<file path="src/rtl/id_ex_stage_if.sv">
// ----------------------------------------------------------------------------
// id_ex_stage_if
//   Bundle between the ID stage, register file, WB stage and the ID/EX pipeline
//   register.
//   slave  : the ID/EX register. It takes in the ID fields, the WB write port
//            and flush. It drives the registered EX fields, stall and stall_cnt.
//   master : the surrounding pipeline (or a testbench). Same signals, with the
//            directions reversed.
// ----------------------------------------------------------------------------
interface id_ex_stage_if #(
    parameter int XLEN  = 32,
    parameter int CNT_W = 16
);
    // ID side
    logic            id_valid;
    logic [XLEN-1:0] id_pc;
    logic [4:0]      id_rs1;
    logic [4:0]      id_rs2;
    logic            id_use_rs1;
    logic            id_use_rs2;
    logic [4:0]      id_rd;
    logic [XLEN-1:0] id_rdata1;
    logic [XLEN-1:0] id_rdata2;
    logic [XLEN-1:0] id_imm;
    logic [8:0]      id_ctrl;   // {reg_write,mem_read,mem_write,mem_to_reg,alu_src,branch,alu_op[2:0]}
    // WB write port (for same-cycle bypass)
    logic            wb_reg_write;
    logic [4:0]      wb_rd;
    logic [XLEN-1:0] wb_data;
    // EX redirect
    logic            flush;
    // Outputs
    logic             stall;
    logic             ex_valid;
    logic [XLEN-1:0]  ex_pc;
    logic [XLEN-1:0]  ex_imm;
    logic [4:0]       ex_rs1;
    logic [4:0]       ex_rs2;
    logic [4:0]       ex_rd;
    logic [XLEN-1:0]  ex_rdata1;
    logic [XLEN-1:0]  ex_rdata2;
    logic [8:0]       ex_ctrl;
    logic [CNT_W-1:0] stall_cnt;

    modport slave (
        input  id_valid, id_pc, id_rs1, id_rs2, id_use_rs1, id_use_rs2, id_rd,
               id_rdata1, id_rdata2, id_imm, id_ctrl,
               wb_reg_write, wb_rd, wb_data, flush,
        output stall, ex_valid, ex_pc, ex_imm, ex_rs1, ex_rs2, ex_rd,
               ex_rdata1, ex_rdata2, ex_ctrl, stall_cnt
    );

    modport master (
        output id_valid, id_pc, id_rs1, id_rs2, id_use_rs1, id_use_rs2, id_rd,
               id_rdata1, id_rdata2, id_imm, id_ctrl,
               wb_reg_write, wb_rd, wb_data, flush,
        input  stall, ex_valid, ex_pc, ex_imm, ex_rs1, ex_rs2, ex_rd,
               ex_rdata1, ex_rdata2, ex_ctrl, stall_cnt
    );
endinterface

</file>
<file path="src/rtl/id_ex_stage.sv">
// ----------------------------------------------------------------------------
// id_ex_stage
//   ID/EX pipeline register of the 5-stage RISC-V core.
//   - Captures the ID instruction fields and both operands. The capture is one
//     cycle long.
//   - When the WB stage writes a source register in the same cycle, the WB
//     data is captured in place of the stale register-file read.
//   - Detects a load-use hazard against the instruction in EX. It raises stall
//     and inserts a bubble.
//   - A flush from EX squashes the ID instruction.
//   - Counts stall cycles in a saturating counter.
// Ports
//   i_clk    : core clock, rising edge
//   i_reset  : asynchronous, active-high, clears all state
//   io_bus   : id_ex_stage_if.slave
//              inputs  : ID fields, WB write port, flush
//              outputs : ex_* fields, stall, stall_cnt
// ----------------------------------------------------------------------------
module id_ex_stage #(
    parameter int XLEN  = 32,
    parameter int CNT_W = 16
) (
    input  logic          i_clk,
    input  logic          i_reset,
    id_ex_stage_if.slave  io_bus
);
    localparam int CTRL_MEM_READ = 7;

    logic                      r_valid;
    logic [8:0]                r_ctrl;
    logic [XLEN-1:0]           r_pc;
    logic [XLEN-1:0]           r_imm;
    logic [1:0][4:0]           r_rs;
    logic [4:0]                r_rd;
    logic [1:0][XLEN-1:0]      r_rdata;
    logic [CNT_W-1:0]          r_stall_cnt;

    logic                      w_stall;
    logic                      w_bubble;
    logic [1:0][4:0]           w_rs;
    logic [1:0]                w_use;
    logic [1:0][XLEN-1:0]      w_rdata_in;
    logic [1:0][XLEN-1:0]      w_opnd;
    logic [1:0]                w_hit;

    assign w_rs       = {io_bus.id_rs2,     io_bus.id_rs1};
    assign w_use      = {io_bus.id_use_rs2, io_bus.id_use_rs1};
    assign w_rdata_in = {io_bus.id_rdata2,  io_bus.id_rdata1};

    // Per-operand hazard match and WB bypass. A register index of x0 never
    // matches: x0 cannot be a load target and cannot be a bypass destination.
    for (genvar g = 0; g < 2; g++) begin : g_opnd
        assign w_hit[g]  = w_use[g] && (w_rs[g] == r_rd);
        assign w_opnd[g] = (io_bus.wb_reg_write && (io_bus.wb_rd != 5'd0) &&
                            (io_bus.wb_rd == w_rs[g])) ? io_bus.wb_data : w_rdata_in[g];
    end

    // The stall lasts one cycle. The bubble it inserts clears ex_ctrl.mem_read,
    // so the hazard term is gone on the following cycle.
    assign w_stall  = r_valid && r_ctrl[CTRL_MEM_READ] && (r_rd != 5'd0) &&
                      io_bus.id_valid && (|w_hit);
    assign w_bubble = io_bus.flush || w_stall;

    always_ff @(posedge i_clk or posedge i_reset) begin
        if (i_reset) begin
            r_valid <= 1'b0;
            r_ctrl  <= '0;
            r_pc    <= '0;
            r_imm   <= '0;
            r_rs    <= '0;
            r_rd    <= '0;
            r_rdata <= '0;
        end else if (w_bubble) begin
            // Only valid and ctrl are cleared. The data fields hold their
            // values because nothing consumes them while ex_valid is 0.
            r_valid <= 1'b0;
            r_ctrl  <= '0;
        end else begin
            r_valid <= io_bus.id_valid;
            r_ctrl  <= io_bus.id_valid ? io_bus.id_ctrl : 9'd0;
            r_pc    <= io_bus.id_pc;
            r_imm   <= io_bus.id_imm;
            r_rs    <= w_rs;
            r_rd    <= io_bus.id_rd;
            r_rdata <= w_opnd;
        end
    end

    // The counter skips cycles where flush is also high. The flush already
    // discards the stalled instruction, so that cycle is not a stall cycle.
    always_ff @(posedge i_clk or posedge i_reset) begin
        if (i_reset)
            r_stall_cnt <= '0;
        else if (w_stall && !io_bus.flush && (r_stall_cnt != {CNT_W{1'b1}}))
            r_stall_cnt <= r_stall_cnt + 1'b1;
    end

    assign io_bus.stall     = w_stall;
    assign io_bus.ex_valid  = r_valid;
    assign io_bus.ex_ctrl   = r_ctrl;
    assign io_bus.ex_pc     = r_pc;
    assign io_bus.ex_imm    = r_imm;
    assign io_bus.ex_rs1    = r_rs[0];
    assign io_bus.ex_rs2    = r_rs[1];
    assign io_bus.ex_rd     = r_rd;
    assign io_bus.ex_rdata1 = r_rdata[0];
    assign io_bus.ex_rdata2 = r_rdata[1];
    assign io_bus.stall_cnt = r_stall_cnt;
endmodule

</file>
<file path="src/flat_wrapper.sv">
// flat-port wrapper written by rule: the top's interface ports become plain ports
module id_ex_stage_flat 
#(
    parameter int XLEN  = 32,
    parameter int CNT_W = 16
)
  (i_clk, i_reset, io_bus_id_valid, io_bus_id_pc, io_bus_id_rs1, io_bus_id_rs2, io_bus_id_use_rs1, io_bus_id_use_rs2, io_bus_id_rd, io_bus_id_rdata1, io_bus_id_rdata2, io_bus_id_imm, io_bus_id_ctrl, io_bus_wb_reg_write, io_bus_wb_rd, io_bus_wb_data, io_bus_flush, io_bus_stall, io_bus_ex_valid, io_bus_ex_pc, io_bus_ex_imm, io_bus_ex_rs1, io_bus_ex_rs2, io_bus_ex_rd, io_bus_ex_rdata1, io_bus_ex_rdata2, io_bus_ex_ctrl, io_bus_stall_cnt);
  id_ex_stage_if #(.XLEN(XLEN), .CNT_W(CNT_W)) io_bus_i ();
  input  logic i_clk;
  input  logic i_reset;
  input wire logic [$bits(io_bus_i.id_valid)-1:0] io_bus_id_valid;
  input wire logic [$bits(io_bus_i.id_pc)-1:0] io_bus_id_pc;
  input wire logic [$bits(io_bus_i.id_rs1)-1:0] io_bus_id_rs1;
  input wire logic [$bits(io_bus_i.id_rs2)-1:0] io_bus_id_rs2;
  input wire logic [$bits(io_bus_i.id_use_rs1)-1:0] io_bus_id_use_rs1;
  input wire logic [$bits(io_bus_i.id_use_rs2)-1:0] io_bus_id_use_rs2;
  input wire logic [$bits(io_bus_i.id_rd)-1:0] io_bus_id_rd;
  input wire logic [$bits(io_bus_i.id_rdata1)-1:0] io_bus_id_rdata1;
  input wire logic [$bits(io_bus_i.id_rdata2)-1:0] io_bus_id_rdata2;
  input wire logic [$bits(io_bus_i.id_imm)-1:0] io_bus_id_imm;
  input wire logic [$bits(io_bus_i.id_ctrl)-1:0] io_bus_id_ctrl;
  input wire logic [$bits(io_bus_i.wb_reg_write)-1:0] io_bus_wb_reg_write;
  input wire logic [$bits(io_bus_i.wb_rd)-1:0] io_bus_wb_rd;
  input wire logic [$bits(io_bus_i.wb_data)-1:0] io_bus_wb_data;
  input wire logic [$bits(io_bus_i.flush)-1:0] io_bus_flush;
  output wire logic [$bits(io_bus_i.stall)-1:0] io_bus_stall;
  output wire logic [$bits(io_bus_i.ex_valid)-1:0] io_bus_ex_valid;
  output wire logic [$bits(io_bus_i.ex_pc)-1:0] io_bus_ex_pc;
  output wire logic [$bits(io_bus_i.ex_imm)-1:0] io_bus_ex_imm;
  output wire logic [$bits(io_bus_i.ex_rs1)-1:0] io_bus_ex_rs1;
  output wire logic [$bits(io_bus_i.ex_rs2)-1:0] io_bus_ex_rs2;
  output wire logic [$bits(io_bus_i.ex_rd)-1:0] io_bus_ex_rd;
  output wire logic [$bits(io_bus_i.ex_rdata1)-1:0] io_bus_ex_rdata1;
  output wire logic [$bits(io_bus_i.ex_rdata2)-1:0] io_bus_ex_rdata2;
  output wire logic [$bits(io_bus_i.ex_ctrl)-1:0] io_bus_ex_ctrl;
  output wire logic [$bits(io_bus_i.stall_cnt)-1:0] io_bus_stall_cnt;
  assign io_bus_i.id_valid = io_bus_id_valid;
  assign io_bus_i.id_pc = io_bus_id_pc;
  assign io_bus_i.id_rs1 = io_bus_id_rs1;
  assign io_bus_i.id_rs2 = io_bus_id_rs2;
  assign io_bus_i.id_use_rs1 = io_bus_id_use_rs1;
  assign io_bus_i.id_use_rs2 = io_bus_id_use_rs2;
  assign io_bus_i.id_rd = io_bus_id_rd;
  assign io_bus_i.id_rdata1 = io_bus_id_rdata1;
  assign io_bus_i.id_rdata2 = io_bus_id_rdata2;
  assign io_bus_i.id_imm = io_bus_id_imm;
  assign io_bus_i.id_ctrl = io_bus_id_ctrl;
  assign io_bus_i.wb_reg_write = io_bus_wb_reg_write;
  assign io_bus_i.wb_rd = io_bus_wb_rd;
  assign io_bus_i.wb_data = io_bus_wb_data;
  assign io_bus_i.flush = io_bus_flush;
  assign io_bus_stall = io_bus_i.stall;
  assign io_bus_ex_valid = io_bus_i.ex_valid;
  assign io_bus_ex_pc = io_bus_i.ex_pc;
  assign io_bus_ex_imm = io_bus_i.ex_imm;
  assign io_bus_ex_rs1 = io_bus_i.ex_rs1;
  assign io_bus_ex_rs2 = io_bus_i.ex_rs2;
  assign io_bus_ex_rd = io_bus_i.ex_rd;
  assign io_bus_ex_rdata1 = io_bus_i.ex_rdata1;
  assign io_bus_ex_rdata2 = io_bus_i.ex_rdata2;
  assign io_bus_ex_ctrl = io_bus_i.ex_ctrl;
  assign io_bus_stall_cnt = io_bus_i.stall_cnt;
  id_ex_stage #(.XLEN(XLEN), .CNT_W(CNT_W)) u_core (.i_clk(i_clk), .i_reset(i_reset), .io_bus(io_bus_i));
endmodule
</file>
<file path="config.mk">
export PLATFORM = sky130hd
export DESIGN_NAME = id_ex_stage_flat
export DESIGN_NICKNAME = d
export VERILOG_FILES = /design/src/rtl/id_ex_stage_if.sv /design/src/rtl/id_ex_stage.sv /design/src/flat_wrapper.sv
export SDC_FILE = /design/constraint.sdc
export NUM_CORES = 1
export LEC_CHECK = 0
export CAP_MARGIN = 20
export CELL_PAD_IN_SITES_DETAIL_PLACEMENT = 1
export CELL_PAD_IN_SITES_GLOBAL_PLACEMENT = 2
export CORE_ASPECT_RATIO = 0.5
export CORE_MARGIN = 5
export CORE_UTILIZATION = 26
export DETAILED_ROUTE_END_ITERATION = 10
export GPL_TIMING_DRIVEN = 1
export HOLD_SLACK_MARGIN = 0.12
export PLACE_DENSITY = 0.8
export REMOVE_ABC_BUFFERS = 1
export SLEW_MARGIN = 20
export SYNTH_ARGS = -nofsm -noshare
export SYNTH_HDL_FRONTEND = slang
export SYNTH_SLANG_ARGS = --single-unit
</file>
<file path="constraint.sdc">
create_clock -name i_clk -period 8.3 [get_ports i_clk]
set_input_delay 1.66 -clock i_clk [delete_from_list [all_inputs] [get_ports i_clk]]
set_output_delay 1.66 -clock i_clk [all_outputs]
set_load 0.01 [all_outputs]
</file>
Word level (Yosys, flattened, before mapping)

Cells that the tools add are included.

Bits in registers: 169
Input port bits: 196
Output and inout bits: 170

Eq/ne operators: 5
Reduce and logical (&&, ||, !) cells: 16
Multiplexer cells: 5
Add/subtract/negate cells: 1

Operators with widths:

| cell                    | count |
|---|---|
| $mux W32                | 2 |
| $eq A5 B5 Y1            | 4 |
| $mux W9                 | 2 |
| $add A16 B1 Y16 const B | 1 |
| $ne A16 B16 Y1 const B  | 1 |
| $logic_and A1 B1 Y1     | 11 |
| $reduce_bool A5 Y1      | 2 |
| $reduce_or A2 Y1        | 1 |
| $logic_not A1 Y1        | 1 |
| $logic_or A1 B1 Y1      | 1 |
| $mux W1                 | 1 |

Logic depth before layout (Yosys ltp)

Gate-level depths: netlist of run 1.

Depth after elaboration: 6
Gate-level depth with buffers: 7

Worst setup path before layout of run 1

No wires, ideal clock.

Path type: in2out
From: input port io_bus_id_rs1[0]
To: output port io_bus_stall
Cell stages on the path: 5
Setup slack: 4.075 ns
Arrival time: 2.565 ns
Path through: xnor2_1 -> nand4_1 -> o22a_1 -> clkbuf_1 -> nor2_1

Cells in the longest elaborated chain, start to end: 4

RTL lines:

| what                | RTL line           | source |
|---|---|---|
| start, declared     | flat_wrapper.sv:13 | `input wire logic [$bits(io_bus_i.id_rs1)-1:0] io_bus_id_rs1;` |
| $eq A5 B5 Y1        | id_ex_stage.sv:53  | `assign w_hit[g] = w_use[g] && (w_rs[g] == r_rd);` |
| $logic_and A1 B1 Y1 | id_ex_stage.sv:53  |  |
| $reduce_or A2 Y1    | id_ex_stage.sv:61  | `io_bus.id_valid && (\|w_hit);` |
| $logic_and A1 B1 Y1 | id_ex_stage.sv:61  |  |
| end, declared       | flat_wrapper.sv:26 | `output wire logic [$bits(io_bus_i.stall)-1:0] io_bus_stall;` |

Every way passes these cells.

Worst setup path in the final report of run 1

From: input port io_bus_id_rs1[3]
To: output port io_bus_stall

Same word-level chain as after synthesis.

==> summary.txt, run 1 <==
DRT iter0 DRCs -> 245
post-synth design cell area -> 7490 um^2
DR vias/cell -> 4.42
Leak -> 4.83 nW
critical-path maximum fanout -> 13
RSZ-0062 raised after global routing -> no
Worst Hold Class -> reg2reg
slew margin rel. -> 46.8%
Syn-to-layout area delta -> 62.6%
area of the multi-input gates -> 3130 um^2
post-route ant nets -> 0
final wirelength -> 27.7 mm
Die Footprint -> 32500 um^2
CP Capture Type -> output port
first-pass GRT wire length -> 40.7 mm
final setup fails -> 0
clk sinks -> 169
fmax -> 185 MHz
post-CTS resize count -> 0
hold depth -> 1
Root Buffer -> clkbuf_16
fillcell total -> 2893
Syn. warnings -> 0
arrival time worst endpoint -> 3.73 ns
final instance area -> 12200 um^2
Slew Viols, Final -> 0
number of library cell types mapped by synthesis -> 29
# Post-CTS Setup Buffers -> 0
DR WL/cell -> 21.7 um
Pwr Total -> 0.00225 W
vias in the first global route -> 6421
Syn Area/Cell -> 14.5 um^2
Worst Reg-to-Reg Cells -> 5
final hold vios -> 0
dpl hpwl -> 21.8 mm
Nets -> 1079
worst hold start -> u_core.io_bus.ex_imm[22]$_DFFE_PP0N_
CTS max path bufs -> 2
ratio of final minimum period to clock period -> 65.0%
FF+latch area -> 4230 um^2
hold slack final -> 0.489 ns
hold buffers post-CTS -> 0
global route overflow -> 0
die span in x -> 250 um
GRT Util Overall -> 16.6%
Final Util -> 43.5%
WS Path Type -> in2out
post-synthesis sequential area ratio -> 56.5%
WP data required -> 6.64 ns
Max Cap Viol -> 0
CTS HTree Levels -> 4
ratio of cells with drive above 1 in the final layout -> 23.6%
Area after DPL -> 11600 um^2
CP startpoint -> io_bus_id_rs1[3]
port bufs -> 365
outcome -> finished clean
CP Launch Type -> primary input
# rows -> 43
Synth Instances -> 516
Starting Density -> 26.7%
clock slew at reported path FFs -> 0.06 ns
routability cong. -> 0.860
IO Count -> 366
min cycle time layout -> 5.39 ns
residual DRC count -> 0
PD cells -> 185 nW/um^2
FF-to-FF setup slack -> 5.40 ns
Max IR drop VDD -> 0.142 mV
worst-margin pin slew -> 0.798 ns
Hold Path Sink -> u_core.io_bus.ex_imm[22]$_DFFE_PP0N_
TritonCTS buffer count -> 17
Core ar. -> 28000 um^2
1st-pass router iterations -> 4
worst r2r dst -> u_core.io_bus.ex_rdata1[1]$_DFFE_PP0N_
Yosys reg bits -> 169
initial antenna violation count -> 1
RR Startpoint -> u_core.io_bus.ex_rd[1]$_DFFE_PP0N_
setup TNS -> 0 ns
Die Ht -> 130 um
Worst-Skew Late Latency -> 0.44 ns
largest net degree at the start of global routing -> 85
Clock Skews -> 0.0105 ns
vias -> 5654
CTS tree -> done
[cells in the mapped netlist (all sizes together)]
library cell | count | area (um^2)
nand2 | 6 | 22.5
a22o | 3 | 26.3
o21ba | 1 | 10.0
dfrtp | 169 | 4230
ha | 1 | 12.5
xnor2 | 22 | 193
nor3 | 8 | 40.0
a21oi | 2 | 21.3
or4 | 3 | 22.5
nor4 | 7 | 56.3
buf | 21 | 125
o21bai | 2 | 15.0
o21ai | 1 | 8.76
nand3 | 10 | 50.1
xor2 | 13 | 114
o22ai | 1 | 12.5
o22a | 1 | 8.76
and2 | 9 | 56.3
mux2 | 205 | 2310
clkbuf | 3 | 11.3
nor2 | 7 | 26.3
inv | 4 | 15.0
nand2b | 2 | 12.5
nand4 | 13 | 81.3
nor2b | 2 | 12.5
[flip-flops by register name, indices dropped and copies added (netlist names)]
register	cells
u_core.io_bus.ex_imm	32
u_core.io_bus.ex_pc	32
u_core.io_bus.ex_rdata1	32
u_core.io_bus.ex_rdata2	32
u_core.io_bus.stall_cnt	16
u_core.io_bus.ex_ctrl	9
u_core.io_bus.ex_rd	5
u_core.io_bus.ex_rs1	5
u_core.io_bus.ex_rs2	5
u_core.io_bus.ex_valid	1
[cells in the final DEF, fill, tap and decap left out, drive strengths merged]
| cell type | synthesis | final |
|---|---|---|
| a21oi | 2 | 2 |
| a22o | 3 | 3 |
| and2 | 9 | 9 |
| buf | 21 | 6 |
| bufinv | 0 | 4 |
| clkbuf | 3 | 20 |
| clkdlybuf4s50 | 0 | 365 |
| clkinv | 0 | 3 |
| clkinvlp | 0 | 4 |
| dfrtp | 169 | 169 |
| diode | 0 | 2 |
| ha | 1 | 1 |
| inv | 4 | 5 |
| mux2 | 205 | 205 |
| nand2 | 6 | 6 |
| nand2b | 2 | 2 |
| nand3 | 10 | 10 |
| nand4 | 13 | 13 |
| nor2 | 7 | 7 |
| nor2b | 2 | 2 |
| nor3 | 8 | 8 |
| nor4 | 7 | 7 |
| o21ai | 1 | 1 |
| o21ba | 1 | 1 |
| o21bai | 2 | 2 |
| o22a | 1 | 1 |
| o22ai | 1 | 1 |
| or4 | 3 | 3 |
| xnor2 | 22 | 22 |
| xor2 | 13 | 13 |
[worst max path at each step]
stage | end | slack [ns] | depth (start not counted)
after floorplan | u_core.io_bus.ex_ctrl[0]$_DFF_PP0_ | 2.06 | 1
after global placement | io_bus_stall | 2.95 | 6
after detailed placement | io_bus_stall | 2.89 | 6
after CTS | io_bus_stall | 2.88 | 6
after global routing | io_bus_stall | 2.77 | 6
final | io_bus_stall | 2.91 | 6
[worst max-delay path: stages]
cell and delay (ns):
clkdlybuf4s50_1 0.57, xnor2_1 0.14, nand4_1 0.19, o22a_1 0.44, nor2_1 0.17, clkdlybuf4s50_1 0.57
[logic make-up after synthesis]
group	share of synthesized area (%)
AOI/OAI and AO/OA	1.37
xor gates and xnor gates	4.09
adders and majority gates	0.167
buffers and inverters	2.02
DFF	56.5
muxes	30.8
and+or+nand+nor	5.08
[per-stage QoR]
step | std cells | worst slack (ns)
2_1_floorplan | 492 | 2.06
3_3_place_gp | 1245 | 2.95
3_5_place_dp | 1245 | 2.89
4_1_cts | 1277 | 2.88
5_1_grt | 1278 | 2.77
6_report | 1279 | 2.91
[cell type report]
class | count | area share (%)
sequential | 169 | 34.7
timing repair buffer | 371 | 30.5
multi-input combinational | 319 | 25.7
tap | 382 | 3.92
clock buffer | 20 | 3.58
clock inverter | 12 | 1.43
inverter | 4 | 0.164
antenna | 2 | 0.0411
[layer usage]
layer / up-vias / global-route usage (%) / wire (um)
li1: 2584 / - / -
met5: - / 0 / 0
met3: 46 / 2.83 / 457
met1: 2945 / 18.3 / 10400
met2: 79 / 32.0 / 15900
met4: 0 / 6.96 / 867
[power by group]
part / switching, W / internal (W) / leakage, nW
clock network: 0.000342 / 0.000503 / 0.286
registers: 0.0000429 / 0.000898 / 2.02
logic: 0.000175 / 0.000289 / 2.53
(Power assumes the default switching activity.)
==> run 2: changes to the inputs <==
==> constraint.sdc (replaced) <==
create_clock -name i_clk -period 5.6 [get_ports i_clk]
set_input_delay 1.12 -clock i_clk [delete_from_list [all_inputs] [get_ports i_clk]]
set_output_delay 1.12 -clock i_clk [all_outputs]
set_load 0.01 [all_outputs]
==> run 2 against run 1 <==
First-iteration DRC count did not move. Critical path type unchanged. Critical path depth did not move. Combinational power up 48%. Register-to-register slack got worse by 2.9 ns. Worst setup slack worse by 1.6 ns. Clock-buffer cell count up 3. Via count down 0.30%. Sequential power up 48%. Final cell count hardly changed.
==> summary.txt, run 2 (same netlist as run 1, synthesis figures left out) <==
Top Family by Delay on Critical Path -> buffers and inverters
post-route ant nets -> 0 (unchanged)
# Post-CTS Setup Buffers -> 0 (unchanged)
arrival time worst endpoint -> 3.17 ns (-0.56 ns)
die span in x -> 250 um (unchanged)
DR vias/cell -> 4.40 (-0.38%)
critical-path maximum fanout -> 13 (unchanged)
TritonCTS buffer count -> 17 (unchanged)
hold buffers post-CTS -> 0 (unchanged)
PD cells -> 274 nW/um^2 (+48%)
Die Ht -> 130 um (unchanged)
Slew Viols, Final -> 0 (unchanged)
slew margin rel. -> 42.8% (-4.0 points)
final setup fails -> 0 (unchanged)
Root Buffer -> clkbuf_16
CTS HTree Levels -> 4 (unchanged)
CTS max path bufs -> 2 (unchanged)
Final WS setup -> 1.31 ns (-1.60 ns)
Metal-1 WL -> 10.3 mm (-1.1%)
pre-CTS WS -> 1.28 ns (-1.61 ns)
Max Cap Viol -> 0 (unchanged)
vias -> 5637 (-0.30%)
IO Count -> 366 (unchanged)
residual DRC count -> 0 (unchanged)
Die Footprint -> 32500 um^2 (unchanged)
GRT Util Overall -> 16.7% (+0.13 points)
largest net degree at the start of global routing -> 86 (+1.2%)
CP Capture Type -> output port
Worst-Skew Late Latency -> 0.43 ns (about the same)
worst path bufs/invs -> 2 (unchanged)
worst-margin pin slew -> 0.858 ns (+0.0606 ns)
met2 wire length -> 16.5 mm (+3.6%)
hold slack final -> 0.485 ns (-0.00405 ns)
DR WL/cell -> 21.8 um (+0.44%)
met3 routed WL -> 386 um (-16%)
ratio of final minimum period to clock period -> 76.6%
WP data required -> 4.48 ns (-2.16 ns)
Max IR drop VDD -> 0.205 mV (+44%)
vias in the first global route -> 6406 (-0.23%)
CTS tree -> done
min cycle time layout -> 4.29 ns
Nets -> 1079 (unchanged)
dpl hpwl -> 21.8 mm (about the same)
Crit path largest cell delay -> 0.57 ns (about the same)
most used cell, CP -> clkdlybuf4s50_1
port bufs -> 365 (unchanged)
Syn-to-layout area delta -> 63.3%
Leak -> 4.85 nW (+0.43%)
Final Util -> 43.6% (+0.19 points)
routability cong. -> 0.849 (-1.3%)
Core ar. -> 28000 um^2 (unchanged)
setup TNS -> 0 ns (unchanged)
RSZ-0062 raised after global routing -> no
clock slew at reported path FFs -> 0.07 ns (about the same)
highest routed layer -> met4
fmax -> 233 MHz
global route overflow -> 0 (unchanged)
Starting Density -> 26.7% (unchanged)
DRT iter0 DRCs -> 245 (unchanged)
Area after DPL -> 11600 um^2 (+0.22%)
first-pass GRT wire length -> 40.9 mm (+0.37%)
post-CTS resize count -> 0 (unchanged)
clk sinks -> 169 (unchanged)
Worst Hold Class -> reg2reg
CP max-delay cell -> clkdlybuf4s50_1
outcome -> finished clean
WS Path Type -> in2out
# rows -> 43 (unchanged)
initial antenna violation count -> 1 (unchanged)
ratio of cells with drive above 1 in the final layout -> 23.8% (+0.22 points)
Clock Skews -> 0.00646 ns (-0.00405 ns)
Cell Chain, Critical Path -> clkdlybuf4s50_1 > xnor2_1 > nand4_1 > o22a_1 > nor2_1 > clkdlybuf4s50_1
final hold vios -> 0 (unchanged)
final wirelength -> 27.8 mm (+0.52%)
commonest non-fill, non-tap cell in the layout -> clkdlybuf4s50_1
CP Launch Type -> primary input
final instance area -> 12200 um^2 (+0.43%)
most frequent cells in the layout -> clkdlybuf4s50_1, mux2_2, dfrtp_1, mux2_1, xnor2_1
1st-pass router iterations -> 4 (unchanged)
[run 2: final cells by class]
cell class	instances	area (um^2)
fillers	2857	15800
flip-flops and latches	169	4230
repair buffers	371	3740
multi-input cells	319	3130
clock buffers	23	498
well taps	382	478
clock inverters	9	138
inverters	4	20.0
diodes	3	7.51
[run 2: worst register-to-register path, cell delays in order, from the launching register on]
cell and delay [ns]:
dfrtp_1 0.48, or4_1 0.61, o21ba_2 0.33, a21oi_4 0.71, buf_4 0.47, mux2_2 0.41
[run 2: path summary, 6_finish.rpt]
path | startpoint | endpoint | slack (ns) | cells after the start
worst max-delay path | io_bus_id_rs1[3] | io_bus_stall | 1.31 | 6
worst min-delay path | u_core.io_bus.ex_imm[30]$_DFFE_PP0N_ | u_core.io_bus.ex_imm[30]$_DFFE_PP0N_ | 0.48 | 1
worst max register to register | u_core.io_bus.ex_rd[1]$_DFFE_PP0N_ | u_core.io_bus.ex_pc[14]$_DFFE_PP0N_ | 2.49 | 5
worst min register to register | u_core.io_bus.ex_imm[30]$_DFFE_PP0N_ | u_core.io_bus.ex_imm[30]$_DFFE_PP0N_ | 0.48 | 1
max in group asynchronous | i_reset | u_core.io_bus.ex_rdata2[15]$_DFFE_PP0N_ | 3.36 | 3
min in group asynchronous | i_reset | u_core.io_bus.stall_cnt[11]$_DFFE_PP0P_ | 1.20 | 2
[run 2: layer usage]
layer  track usage, %  up-vias
li1                 -     2586
met1             18.0     2952
met2             33.3       68
met3             2.39       31
met4             6.70        0
met5                0        -
[run 2: through the flow]
stage | cells | total power [W]
after global routing | 1278 | 0.00350
after CTS | 1277 | 0.00341
final | 1280 | 0.00335
after detailed placement | 1245 | 0.00212
after global placement | 1245 | 0.00210
after floorplan | 492 | 0.00166
[run 2: power breakdown]
| group | total, W | leakage, nW | internal (W) | switching, W |
|---|---|---|---|---|
| sequential | 0.00139 | 2.02 | 0.00133 | 0.0000629 |
| clock | 0.00127 | 0.298 | 0.000763 | 0.000508 |
| combinational | 0.000689 | 2.54 | 0.000430 | 0.000259 |
| total | 0.00335 | 4.85 | 0.00252 | 0.000830 |
